**src/rtl/alsu_result_tx.sv**
```systemverilog
// alsu_result_tx: buffers ALSU result words in a small FIFO and sends each one
// as a 10-bit UART-style frame: start, d[0..5], err, even parity, stop.
module alsu_result_tx #(
  parameter int CLKS_PER_BIT = 4,
  parameter int FIFO_DEPTH   = 4
) (
  input  logic                          clk,
  input  logic                          rst,
  input  logic                          res_valid,
  input  logic [5:0]                    res_data,
  input  logic                          res_err,
  input  logic                          ovf_clr,
  output logic                          res_ready,
  output logic                          tx,
  output logic                          busy,
  output logic                          overflow,
  output logic [$clog2(FIFO_DEPTH):0]   fifo_count
);

  localparam int              PW        = (FIFO_DEPTH > 1) ? $clog2(FIFO_DEPTH) : 1;
  localparam int              CW        = $clog2(FIFO_DEPTH) + 1;
  localparam logic [CW-1:0]   FULL      = CW'(FIFO_DEPTH);
  localparam logic [7:0]      BAUD_LAST = 8'(CLKS_PER_BIT - 1);

  typedef enum logic [2:0] {
    IDLE,
    START,
    DATA,
    ERR,
    PARITY,
    STOP
  } state_t;

  // FIFO storage and pointers
  logic [6:0]    mem [FIFO_DEPTH];
  logic [PW-1:0] wr_ptr;
  logic [PW-1:0] rd_ptr;
  logic [6:0]    head;
  logic          push;
  logic          pop;

  // Serialiser state
  state_t        state, state_d;
  logic [7:0]    shift, shift_d;     // {parity, err, d[5:0]}, shifted out LSB first
  logic [7:0]    baud, baud_d;
  logic [2:0]    bit_cnt, bit_d;
  logic          tx_d;
  logic          tick;

  assign res_ready = (fifo_count != FULL);
  assign push      = res_valid && res_ready;
  assign head      = mem[rd_ptr];
  assign tick      = (baud == BAUD_LAST);
  assign busy      = (state != IDLE);

  // Payload storage: written on accepted pushes only
  // NOTE: the data array has no reset; occupancy is tracked by the pointers and
  // count, so stale contents are never observed and the array can map to RAM.
  always_ff @(posedge clk) begin
    if (push) mem[wr_ptr] <= {res_err, res_data};
  end

  // Pointer and occupancy bookkeeping; pointers wrap naturally at the power-of-two depth
  // NOTE: sequential state is always assigned with <= so every register samples
  // the pre-edge values of its neighbours, independent of block ordering.
  always_ff @(posedge clk or negedge rst) begin
    if (!rst) begin
      wr_ptr     <= '0;
      rd_ptr     <= '0;
      fifo_count <= '0;
    end else begin
      if (push) wr_ptr <= wr_ptr + 1'b1;
      if (pop)  rd_ptr <= rd_ptr + 1'b1;
      case ({push, pop})
        2'b10:   fifo_count <= fifo_count + 1'b1;
        2'b01:   fifo_count <= fifo_count - 1'b1;
        default: fifo_count <= fifo_count;
      endcase
    end
  end

  // Sticky overflow: a drop in the same cycle as a clear keeps the flag set
  always_ff @(posedge clk or negedge rst) begin
    if (!rst) begin
      overflow <= 1'b0;
    end else if (res_valid && !res_ready) begin
      overflow <= 1'b1;
    end else if (ovf_clr) begin
      overflow <= 1'b0;
    end
  end

  // Serialiser registers; tx is registered from the next-state decode
  always_ff @(posedge clk or negedge rst) begin
    if (!rst) begin
      state   <= IDLE;
      shift   <= '0;
      baud    <= '0;
      bit_cnt <= '0;
      tx      <= 1'b1;
    end else begin
      state   <= state_d;
      shift   <= shift_d;
      baud    <= baud_d;
      bit_cnt <= bit_d;
      tx      <= tx_d;
    end
  end

  // Next-state, pop and line-level decode
  // NOTE: every output of this block gets a default first so no path leaves a
  // variable unassigned, which would otherwise infer a latch.
  always_comb begin
    state_d = state;
    shift_d = shift;
    bit_d   = bit_cnt;
    baud_d  = tick ? 8'd0 : baud + 8'd1;
    pop     = 1'b0;

    unique case (state)
      IDLE: begin
        baud_d = '0;
        if (fifo_count != '0) begin
          pop     = 1'b1;
          shift_d = {^head, head};
          state_d = START;
        end
      end
      START: begin
        if (tick) begin
          bit_d   = '0;
          state_d = DATA;
        end
      end
      DATA: begin
        if (tick) begin
          shift_d = shift >> 1;
          if (bit_cnt == 3'd5) begin
            bit_d   = '0;
            state_d = ERR;
          end else begin
            bit_d = bit_cnt + 3'd1;
          end
        end
      end
      ERR: begin
        if (tick) begin
          shift_d = shift >> 1;
          state_d = PARITY;
        end
      end
      PARITY: begin
        if (tick) state_d = STOP;
      end
      STOP: begin
        if (tick) begin
          if (fifo_count != '0) begin
            pop     = 1'b1;
            shift_d = {^head, head};
            state_d = START;
          end else begin
            state_d = IDLE;
          end
        end
      end
      default: state_d = IDLE;
    endcase

    unique case (state_d)
      START:             tx_d = 1'b0;
      DATA, ERR, PARITY: tx_d = shift_d[0];
      default:           tx_d = 1'b1;
    endcase
  end

endmodule

```
**config.mk**
```make
export PLATFORM = sky130hd
export DESIGN_NAME = alsu_result_tx
export DESIGN_NICKNAME = d
export VERILOG_FILES = /design/src/rtl/alsu_result_tx.sv
export SDC_FILE = /design/constraint.sdc
export NUM_CORES = 1
export LEC_CHECK = 0
export CAP_MARGIN = 20
export CORE_MARGIN = 2
export CORE_UTILIZATION = 36
export DETAILED_ROUTE_END_ITERATION = 10
export DONT_BUFFER_PORTS = 1
export MAX_ROUTING_LAYER = met4
export PLACE_DENSITY = 0.58
export SETUP_SLACK_MARGIN = 0.2
export SYNTH_ARGS = -nofsm -noshare
export SYNTH_HDL_FRONTEND = slang
export SYNTH_SLANG_ARGS = --single-unit
```
**constraint.sdc**
```tcl
create_clock -name clk -period 4.4 [get_ports clk]
set_input_delay 0.88 -clock clk [delete_from_list [all_inputs] [get_ports clk]]
set_output_delay 0.88 -clock clk [all_outputs]
set_load 0.01 [all_outputs]
```
==> flow_summary.yaml <==
critical_path:
  path_delay_family: "adder cells"
  timing.rr.end: "fifo_count[2]$_DFFE_PN0P_"
  cp_max_fo: 9
  rr_startpoint: "baud[0]$_DFF_PN0_"
  cp_cell_sequence: "ha_1 > nor3b_2 > nand3_4 > mux2i_4 > nand2_1 > inv_1 > ha_1 > inv_1 > fa_1 > xor2_1 > nor2_1 > xor2_1"
  cp_slowest_cell: "dfrtp_1"
  crit_buf_inv: 2
  cpPeakStageDelay_ps: 400
  rr_worst_depth: 12
  endpoint_kind: "flip-flop"
  cp-startpoint: "baud[0]$_DFF_PN0_"
  path_class: "flip-flop to flip-flop"
  cp-start-kind: "flip-flop"
  worst-r2r-setup-slack_ps: 1620
  crit_arrival_ps: 3040
  critPathRequiredTime_ps: 4660
synth:
  yosys-top-cells-area: "edfxtp_1, dfrtp_1, mux4_2"
  synth.area.mux_share_pct: 7.48
  synthXorXnorAreaFrac_pct: 6.46
  synth_top_family_by_area: "simple AND/OR/NAND/NOR gates"
  synth-edff-count: 28
  synthAdderAreaFrac_pct: 3.36
  netlist.area_leader.share_pct: 29.7
  yosys_warnings: 0
  seq_area_frac_synth_pct: 57.2
  yosys.area_share.simple_pct: 13.9
  syn-num-nets: 233
  synth_area_per_cell_sq_um: 13.2
  ys_async_sr_fraction_pct: 52.5
  synthFlopType: "dfrtp_1"
  synth_seq_cells: 59
  yosysMostFrequentCell: "dfrtp_1"
  ys_types: 50
  ys_top_cells_by_count: "dfrtp_1, edfxtp_1, nor2_1, nand3_1"
  synth_area_sq_mm: 0.00283
  synthCells: 215
  yosysTopAreaCell: "edfxtp_1"
  synth_compound_area_share_pct: 8.23
timing:
  setup_viol: 0
  worst_pin_slew_ps: 637
  setup_tns_ps: 0
  maxSlewHeadroom_pct: 57.6
  period_needed_ps: 2780
  fmax_mhz: 360
  holdWs_ps: 233
  skew_ps: 11.1
  finalMaxSlewViolations: 0
  hold_viol: 0
  grt_setup_unrepaired: "false"
  period_share_pct: 63.2
finish:
  drive_gt1_share_pct: 15.8
  instances_no_fill: 323
  nNetsFinal: 234
  postLayoutCellArea_sq_mm: 0.00309
  fillers: 753
  num_antenna_cells: 0
  syn2layout_area_growth_pct: 9.42
die:
  start_util_pct: 36.8
  coreArea_sq_mm: 0.00769
  ios: 18
  die_h_um: 92.6
  die_area_sq_mm: 0.00858
  placementRows: 32
  die_w_um: 92.6
clocking:
  cts_tree: "yes"
  root_buffer: "clkbuf_8"
  hold_buffers: 0
  cts_max_path_buffers: 2
  ctsResizeCount: 0
  clock-sinks: 59
  clkTransAtPathRegs_ps: 70
  cts_buffers: 9
  h-tree-depth: 3
  clk_latency_ps: 340
  cts_setup_buffers: 0
route:
  via_per_inst: 5.14
  ant_nets: 0
  wl_um: 4910
  vias: 1659
  drt_iter0_markers: 69
  first_pass_iters: 4
  drc: 0
  detail_route.wl_per_cell_um: 15.2
power:
  p_int_w: 0.00139
  clockPowerShare_pct: 21.9
  p_sw_w: 0.000807
  power.leakage_nw: 1.19
  power_density_mw_per_mm2: 710
  swShare_pct: 36.8
  combPwrFrac_pct: 33.5
  seq_power_share_pct: 44.6
  ir_drop_mv: 0.304
grt:
  grt_max_degree: 32
  overflow: 0
  grt_use_total_pct: 13.0
  grt_pass1_vias: 1645
  antenna_found_initial: 0
  grt_pass1_wl_um: 8250
place:
  io_buffer_count: 0
  place.gp.congestion: 0.805
  place_area_sq_mm: 0.00290
  dp_hpwl_um: 3290
  dp_cells: 307
hold_path:
  holdCritPathClass: "primary input to async pin"
status:
  outcome: "finished clean"
run:
  drv_cap: 0
[metrics by stage]
step                power, W  utilization, %  worst slack [ps]
global placement     0.00172            37.7              1700
CTS                  0.00223            40.3              1600
global route         0.00235            40.3              1400
finish               0.00220            40.3              1620
floorplan            0.00160               -              1900
detailed placement   0.00173            37.7              1600
[power by group through the flow]
stage | combinational (W) | sequential (W) | clock, W
floorplan | 0.000739 | 0.000860 | 0
global placement | 0.000734 | 0.000989 | 0
detailed placement | 0.000741 | 0.000993 | 0
CTS | 0.000746 | 0.000981 | 0.000502
global route | 0.000818 | 0.00101 | 0.000525
finish | 0.000736 | 0.000979 | 0.000482
[worst register-to-register path, delay by kind of cell, from the launching register on]
kind | cells | cell delay, ps
buf+inv | 2 | 150
fa+ha+maj | 3 | 800
xor+xnor | 2 | 290
simple gates | 4 | 790
mux | 1 | 290
flops | 1 | 400
[cell usage in the layout (no fill, tap or decap), types with 2 or more instances in the layout]
master      count
nand3_1        12
clkinv_4        2
o22ai_1         2
inv_1           9
mux4_2          7
a221o_1         6
nor2_1         15
edfxtp_1       28
xor2_1          9
a21oi_1         6
nor4_1          3
mux2i_1         2
ha_1            6
clkinvlp_4      2
nand2b_1        3
dfrtp_1        30
o21ai_0         7
and2_1          2
xnor2_1        10
and3_1         11
clkbuf_8        9
nand2_1        11
nor2_2          2
[kinds of logic after synthesis]
family | after synthesis
buf+inv | 20
mux | 11
flops | 59
fa+ha+maj | 7
xor+xnor | 20
simple gates | 66
compound gates | 32
[layout make-up]
type                    instances  area (sq um)  share of cell area [%]
clock buffers                  10           128                    4.12
clock inverters                 6          67.6                    2.18
inverters                      10          37.5                    1.21
multi-input cells             136          1120                    36.1
flip-flops and latches         59          1620                    52.3
well taps                     102           128                    4.12
[metal layers]
layer | track usage (%) | routed length, um
met1 | 16.0 | 2220
met2 | 19.3 | 2360
met3 | 5.70 | 279
met4 | 4.53 | 51
met5 | - | 0
[registers in the layout, summed over array words and instances (netlist names), 2 cells and up]
signal / cells
rd_ptr: 2
shift: 8
bit_cnt: 3
wr_ptr: 2
mem: 28
state: 3
fifo_count: 3
baud: 8
[worst max-delay path by stage]
stage	end	slack [ps]	depth (start not counted)
3_3_place_gp	fifo_count[2]$_DFFE_PN0P_	1700	12
4_1_cts	fifo_count[2]$_DFFE_PN0P_	1600	12
2_1_floorplan	fifo_count[2]$_DFFE_PN0P_	1900	12
6_report	fifo_count[2]$_DFFE_PN0P_	1620	12
5_1_grt	fifo_count[2]$_DFFE_PN0P_	1400	12
3_5_place_dp	fifo_count[2]$_DFFE_PN0P_	1600	12
Power figures use the tool's default switching activity.
